==> src/rtl/canvas_pkg.sv <==
// Shared Tiny Canvas pixel-path types and constants.
package canvas_pkg;
    localparam int CANVAS_COORD_W = 8;
    localparam int CANVAS_COLOR_W = 3;
    localparam int PIXEL_W        = CANVAS_COORD_W * 2 + CANVAS_COLOR_W;

    localparam int ARB_FIXED = 0;
    localparam int ARB_RR    = 1;

    typedef struct packed {
        logic [CANVAS_COORD_W-1:0] x;
        logic [CANVAS_COORD_W-1:0] y;
        logic [CANVAS_COLOR_W-1:0] color;
    } pixel_t;

    function automatic int pixel_w(int coord_w, int color_w);
        return coord_w * 2 + color_w;
    endfunction
endpackage

==> src/rtl/pixel_fifo.sv <==
// Synchronous FIFO with registered storage/head and a separate occupancy counter.
module pixel_fifo #(
    parameter int W     = 8,
    parameter int DEPTH = 8,
    localparam int AW   = $clog2(DEPTH)
) (
    input  logic          clk,
    input  logic          rst,
    input  logic          flush,
    input  logic          push,
    input  logic          pop,
    input  logic [W-1:0]  din,
    output logic [W-1:0]  head,
    output logic [AW:0]   count,
    output logic          empty,
    output logic          full
);
    logic [W-1:0] mem_q [DEPTH];
    logic [AW-1:0] wr_q, rd_q;
    logic [AW:0]   cnt_q, cnt_d;
    logic          do_push, do_pop;

    assign full    = (cnt_q == (AW+1)'(DEPTH));
    assign empty   = (cnt_q == '0);
    assign do_push = push & ~full;
    assign do_pop  = pop & ~empty;
    assign head    = mem_q[rd_q];
    assign count   = cnt_q;

    always_comb begin
        cnt_d = cnt_q;
        case ({do_push, do_pop})
            2'b10:   cnt_d = cnt_q + 1'b1;
            2'b01:   cnt_d = cnt_q - 1'b1;
            default: cnt_d = cnt_q;
        endcase
    end

    always_ff @(posedge clk or posedge rst) begin
        if (rst) begin
            for (int i = 0; i < DEPTH; i++) mem_q[i] <= '0;
            wr_q  <= '0;
            rd_q  <= '0;
            cnt_q <= '0;
        end else if (flush) begin
            wr_q  <= '0;
            rd_q  <= '0;
            cnt_q <= '0;
        end else begin
            if (do_push) begin
                mem_q[wr_q] <= din;
                wr_q        <= wr_q + 1'b1;
            end
            if (do_pop) rd_q <= rd_q + 1'b1;
            cnt_q <= cnt_d;
        end
    end
endmodule

==> src/rtl/pixel_stream_arbiter.sv <==
// N-source pixel merger: fixed/round-robin grant, optional repeat-pixel coalescing, buffered output.
module pixel_stream_arbiter
    import canvas_pkg::*;
#(
    parameter int N_SRC    = 3,
    parameter int COORD_W  = 8,
    parameter int COLOR_W  = 3,
    parameter int DEPTH    = 8,
    parameter int ARB_MODE = 0,
    parameter int DEDUP    = 1,
    localparam int SRC_W   = (N_SRC > 1) ? $clog2(N_SRC) : 1,
    localparam int AW      = $clog2(DEPTH)
) (
    input  logic                     clk,
    input  logic                     rst,
    input  logic                     flush,
    input  logic [N_SRC-1:0]         src_valid,
    output logic [N_SRC-1:0]         src_ready,
    input  logic [N_SRC*COORD_W-1:0] src_x,
    input  logic [N_SRC*COORD_W-1:0] src_y,
    input  logic [N_SRC*COLOR_W-1:0] src_color,
    output logic                     out_valid,
    input  logic                     out_ready,
    output logic [COORD_W-1:0]       out_x,
    output logic [COORD_W-1:0]       out_y,
    output logic [COLOR_W-1:0]       out_color,
    output logic [SRC_W-1:0]         out_src,
    output logic [AW:0]              fill_level,
    output logic [7:0]               drop_cnt
);
    localparam int PW = pixel_w(COORD_W, COLOR_W);

    logic [SRC_W-1:0] gnt, rr_ptr_q, rr_ptr_d;
    logic             any_vld, full, empty, accept, dup, push, pop;
    logic [PW-1:0]    pix_g, last_word_q;
    logic             last_valid_q;
    logic [7:0]       drop_q;
    logic [PW+SRC_W-1:0] head;

    // Scan order starts at rr_ptr in round-robin mode, at 0 otherwise.
    always_comb begin
        int idx;
        idx     = 0;
        gnt     = '0;
        any_vld = 1'b0;
        for (int k = 0; k < N_SRC; k++) begin
            idx = (ARB_MODE == ARB_RR) ? int'(rr_ptr_q) + k : k;
            if (idx >= N_SRC) idx = idx - N_SRC;
            if (!any_vld && src_valid[idx]) begin
                any_vld = 1'b1;
                gnt     = SRC_W'(idx);
            end
        end
    end

    assign accept = any_vld & ~full & ~flush & ~rst;

    always_comb begin
        src_ready = '0;
        if (accept) src_ready[gnt] = 1'b1;
    end

    assign pix_g = {src_x[gnt*COORD_W +: COORD_W],
                    src_y[gnt*COORD_W +: COORD_W],
                    src_color[gnt*COLOR_W +: COLOR_W]};
    assign dup   = (DEDUP != 0) && last_valid_q && (pix_g == last_word_q);
    assign push  = accept & ~dup;
    assign pop   = ~empty & out_ready;

    assign rr_ptr_d = (gnt == SRC_W'(N_SRC-1)) ? '0 : gnt + 1'b1;

    always_ff @(posedge clk or posedge rst) begin
        if (rst) begin
            rr_ptr_q     <= '0;
            last_word_q  <= '0;
            last_valid_q <= 1'b0;
            drop_q       <= '0;
        end else if (flush) begin
            rr_ptr_q     <= '0;
            last_valid_q <= 1'b0;
        end else if (accept) begin
            rr_ptr_q     <= rr_ptr_d;
            last_word_q  <= pix_g;
            last_valid_q <= 1'b1;
            if (dup && drop_q != 8'hFF) drop_q <= drop_q + 1'b1;
        end
    end

    pixel_fifo #(.W(PW + SRC_W), .DEPTH(DEPTH)) u_fifo (
        .clk   (clk),
        .rst   (rst),
        .flush (flush),
        .push  (push),
        .pop   (pop),
        .din   ({pix_g, gnt}),
        .head  (head),
        .count (fill_level),
        .empty (empty),
        .full  (full)
    );

    assign {out_x, out_y, out_color, out_src} = head;
    assign out_valid = ~empty;
    assign drop_cnt  = drop_q;
endmodule

==> config.mk <==
export PLATFORM = sky130hd
export DESIGN_NAME = pixel_stream_arbiter
export DESIGN_NICKNAME = d
export VERILOG_FILES = /design/src/rtl/canvas_pkg.sv /design/src/rtl/pixel_fifo.sv /design/src/rtl/pixel_stream_arbiter.sv
export SDC_FILE = /design/constraint.sdc
export NUM_CORES = 1
export LEC_CHECK = 0
export CAP_MARGIN = 20
export CELL_PAD_IN_SITES_DETAIL_PLACEMENT = 0
export CELL_PAD_IN_SITES_GLOBAL_PLACEMENT = 1
export CORE_ASPECT_RATIO = 0.8
export CORE_MARGIN = 3
export CORE_UTILIZATION = 45
export DETAILED_ROUTE_END_ITERATION = 8
export PLACE_DENSITY_LB_ADDON = 0.1
export SETUP_SLACK_MARGIN = 0.15
export SLEW_MARGIN = 20
export SYNTH_ARGS = -nofsm -noshare
export SYNTH_HDL_FRONTEND = slang
export SYNTH_SLANG_ARGS = --single-unit
==> constraint.sdc <==
create_clock -name clk -period 12.4 [get_ports clk]
set_input_delay 2.48 -clock clk [delete_from_list [all_inputs] [get_ports clk]]
set_output_delay 2.48 -clock clk [all_outputs]
set_load 0.05 [all_outputs]
Word level (Yosys, flattened, before mapping). Index checks and enable logic that the tools add are counted.

Bits of input ports: 64. Word-level logic and storage cells: 85. Register bits: 206.

Shift operators: 3. Bitwise logic cells: 14. Reductions and logical operators: 16. Order comparisons: 5. Muxes and demuxes: 22. $add $sub $neg: 5. Multiply operators: 1. Eq/ne operators: 5.

Operator list (number): 168-bit bitwise mux (1); 21-bit binary-select mux with 3-bit select (1); 21-bit demux with 3-bit select (1); 21-bit 2-to-1 mux (3); 24-bit by 6-bit variable part select with 8-bit output (2); 19-bit == test (1); 3-bit 2-to-1 mux (5); 9-bit by 5-bit variable part select with 3-bit output (1); 8-bit by 1-bit adder with 8-bit output (second input constant) (1); 4-bit >= comparator (second input constant) (2); 8-bit != test (second input constant) (1); 3-bit inverter with 4-bit output (2); 4-bit one-hot mux with 2 select lines (1); 1-bit bitwise AND (7); 1-bit 2-to-1 mux (7); 3-bit by 1-bit adder with 3-bit output (second input constant) (2); 1-bit logical AND (6); 2-bit nonzero test (3); 1-bit inverter (5); 4-bit by 1-bit adder with 4-bit output (second input constant) (1); 4-bit == test (second input constant) (1); 4-bit logical NOT (1); 4-bit by 1-bit < comparator with 1-bit output (second input constant) (1); 2-bit by 2-bit multiplier with 4-bit output (second input constant) (1); 12 further kinds (14).

Longest topological paths before layout.
Depth after elaboration: 17. Mapped depth: 18. Mapped depth without buffers: 13.

Hierarchy. A second synthesis with hierarchy kept.

Cell total of the unflattened synthesis: 704. Area total of the unflattened synthesis: 10541.4 um2.

Modules (own cells, without submodules): pixel_fifo (cells an instance 506, seq. area each 4454.3 um2, area an instance 8466.9 um2, times used 1); pixel_stream_arbiter (cells an instance 198, seq. area each 700.7 um2, area an instance 2074.5 um2, times used 1).

Least setup slack after synthesis. Ideal clock, no wire load.

Kind: in2out. Start: input src_valid[1]. End: output src_ready[0]. Path slack: 5.640 ns. Data arrival time: 4.280 ns. Stages on the path: 6. Cells stage by stage: buf_6 > clkbuf_1 > nor3_1 > a2111o_1 > clkbuf_1 > nor2_1.

Longest elaborated chain between the ends: 10. Elaborated cells on any way between the ends: 16. Classes of those cells: order compare: 2; mux: 7; bitwise: 3; reduce/logical: 4.

RTL lines: from (decl) (line pixel_stream_arbiter.sv:17) `input logic [N_SRC-1:0] src_valid,`; 1-bit logical AND (*) (line pixel_stream_arbiter.sv:49) `if (!any_vld && src_valid[idx]) begin`; 1-bit 2-to-1 mux (line pixel_stream_arbiter.sv:49); 1-bit logical NOT (line pixel_stream_arbiter.sv:49); 1-bit logical AND (line pixel_stream_arbiter.sv:49); 2-bit 2-to-1 mux (line pixel_stream_arbiter.sv:49); 2-bit by 3-bit < comparator with 1-bit output (implied by the code) / 2-bit by 1-bit >= comparator with 1-bit output (equally long branches) (line pixel_stream_arbiter.sv:60) `if (accept) src_ready[gnt] = 1'b1;`; 1-bit logical AND (implied by the code) (line pixel_stream_arbiter.sv:60); 1-bit 2-to-1 mux (implied by the code) (line pixel_stream_arbiter.sv:60); 1-bit demux with 2-bit select (line pixel_stream_arbiter.sv:60); 3-bit 2-to-1 mux (*) (line pixel_stream_arbiter.sv:60); to (decl) (line pixel_stream_arbiter.sv:18) `output logic [N_SRC-1:0] src_ready,`.

Mark *: on every way between the ends. The rest lies on a longest branch, timed or not.

Final worst setup path.
Start: input src_valid[1]. End: output src_ready[1].

Same word-level chain as after synthesis.

==> out/results.ini <==
[place]
dpl.cell_count=1081
placed_cell_areas_um2=11700
dp_hpwl_mm=16.0
numPortBuffers=100
pre_cts_slack_ps=4380
gp_routability_congestion=0.791

[synth]
ys_warn_count=0
synth.top_cells.by_area=dfrtp_1 (49%), mux2_4 (14%), mux2_2 (9.7%)
synth_area_um2=10600
synthArstFlopShare_pct=100
yosysSeqAreaShare_pct=48.6
synthDominantAreaCellType=dfrtp_1
synth_area_per_cell_um2=14.5
postSynthRegisterBits=206
edff_count_synth=0
ys_dominant_reg_cell=dfrtp_1
synth.net_count=801
post_synth_most_frequent_cells=dfrtp_1 (206), mux2_4 (100), mux2_2 (91)
syn-instance-count=731
synth.top_cell.area_share_pct=48.6
yosysUniqueCellTypes=58
most_used_standard_cell_by_instance_count_after_synthesis=dfrtp_1

[setup_path]
r2r.worst_path.cells=10
timing.critical_path.to_type=output port
timing.critical_path.required_ps=9920
criticalPathCategory=in2out
worst_r2r_endpoint=u_fifo.count[3]
critPathArrivalTime_ps=5550
critical_path.reg2reg.startpoint=u_fifo.count[1]
crit_path_start_kind=input port
worst-r2r-setup-slack_ps=8520
critical_path.max_fanout=29
crit_path_start=src_valid[1]

[timing]
setup_viol=0
timing.max_slew.rel_slack_pct=33.7
worst_hold_slack_ps=489
fmaxAchievable_mhz=125
setup_slack_ps=4370
rsz0062_at_grt=false
finalMaxSlewViolations=0
report.final.hold_viol_count=0
min_period_over_period_pct=64.8
period_needed_ps=8030
actual_transition_at_the_worst_max_transition_pin_ps=994
timing.setup.tns_ps=0
clock_skew_ps=19.7

[cts]
clock_latency_ps=520
cts_inserted_buffers=23
cts.root.buffer_cell=clkbuf_16
cts-root-to-sink-buffers=3
cts_tree=yes
cts.repair_timing.setup_buffer_count=0
cts_repair_resize_count=0
cts_htree_levels=1
cts.sink_count=206
cts.hold.buffers_added=0
clock_pin_slew_worst_setup_and_hold_paths_ps=60

[floorplanning]
die_height_um=143
core_area_um2=22800
placementRows=49
die_area_um2=25500
ios=101
initial_core_util_pct=46.6
die-width_um=178

[pwr]
fin_total_pwr_mw=2.73
switching_share_pct=34.1
vdd.ir_drop.worst_uv=158
clock_power_share_pct=25.5
power.share.sequential_pct=35.1
power.net_switching_mw=0.930
p_per_area_nw_per_um2=219
power_share_of_the_combinational_group_pct=39.4
power_leakage_nw=5.50
cell_internal_power_dissipation_mw=1.80

[global_route]
first_global_vias=6754
grt_antenna_before_repair=0
grt_usage_pct=20.9
grt_first_pass_wirelength_mm=41.2
global_route.overflow_total=0
grt_start_max_net_pins=126

[status]
status=complete, no violations

[finish]
layout-drive-gt1-share_pct=37.8
finalNonFillerCells=1123
signed_area_change_from_the_synthesized_netlist_to_the_final_layout_pct=17.2
area.sequential_um2=5160
area_of_combinational_cells_with_multiple_inputs_um2=5060
fill_cell_count=1876
layout.cell_area.non_filler_um2=12400
num_antenna_cells=0
fin_util_pct=54.5
nets=870

[route]
drt-total-wl_mm=25.9
viasPerCell=5.60
detail-route-antenna-nets=0
drt-wirelength-per-cell_um=23.0
dr_total_vias=6287
detailedRoute.firstPassIterationCount=4
dr.first_iter.drc_count=399
post-route-drc-count=0

[hold_path]
hold_start=last_word_q[7]
worstHoldEndpoint=last_word_q[7]
min-delay-path-class=reg2reg
hold_depth=2

[job]
maxCapViolCount=0

==> power by group through the flow <==
stage	registers (mW)	logic, mW	clock network [mW]
6_report	0.958	1.07	0.696
5_1_grt	0.982	1.15	0.738
3_3_place_gp	0.954	1.07	0
4_1_cts	0.957	1.09	0.710
3_5_place_dp	0.965	1.08	0
2_1_floorplan	0.949	0.811	0
==> placed cells by master, fill, tap and decap left out, types with 3 or more instances in the layout <==
master,instances
nand2_1,66
and3_1,4
mux2_4,100
nor2_1,19
nand4b_1,3
o21ai_0,6
clkdlybuf4s50_1,100
clkinv_2,9
bufinv_16,3
clkbuf_16,23
o221a_2,8
buf_4,6
nor3_1,4
mux2_2,91
xnor2_1,23
or3b_2,3
ha_1,5
mux4_2,42
mux2i_1,4
nand2b_1,9
nor4bb_1,5
nand4_1,9
or4b_1,9
a21oi_1,5
a221o_1,7
dfrtp_1,204
==> critical path: stages <==
cell and delay [ps]:
clkdlybuf4s50_1 1090, nor3_1 170, a2111o_1 780, nor2_1 190, clkdlybuf4s50_1 820
==> area by class of cell <==
| cell class | count | share of cell area [%] |
|---|---|---|
| clock buffer | 27 | 4.91 |
| clock inverter | 15 | 1.29 |
| inverter | 2 | 0.121 |
| multi-input combinational | 460 | 40.7 |
| sequential | 206 | 41.5 |
| tap | 306 | 3.08 |
| timing repair buffer | 107 | 8.50 |
==> cell families (layout without fill, tap and decap cells) <==
family | after synthesis | after routing | synth area share [%]
DFF | 206 | 206 | 48.6
and+or+nand+nor | 156 | 156 | 8.50
buffers and inverters | 65 | 151 | 3.95
xor gates and xnor gates | 26 | 26 | 2.27
AOI/OAI and AO/OA | 35 | 35 | 2.88
adders and majority gates | 6 | 6 | 0.778
muxes | 237 | 237 | 33.1
==> sequential cells by signal, indices dropped and copies added, names as in the netlist <==
name,count
u_fifo.mem_q,168
last_word_q,19
u_fifo.wr_q,3
drop_cnt,8
last_valid_q,1
u_fifo.count,4
u_fifo.rd_q,3
==> layer usage <==
layer	up-vias	global-route usage [%]	share of wire (%)
li1	2816	-	-
met1	3263	31.6	48
met2	179	31.9	43
met3	29	3.67	7.6
met4	0	4.01	1.4
met5	-	0	0
==> how the worst max path moves through the flow <==
stage | to | slack [ps] | cells past startpoint
global route | src_ready[0] | 4170 | 5
global placement | src_ready[0] | 4440 | 5
finish | src_ready[1] | 4370 | 5
floorplan | drop_cnt[0] | 4300 | 1
detailed placement | src_ready[1] | 4380 | 5
CTS | src_ready[1] | 4380 | 5
(Power assumes the default switching activity.)
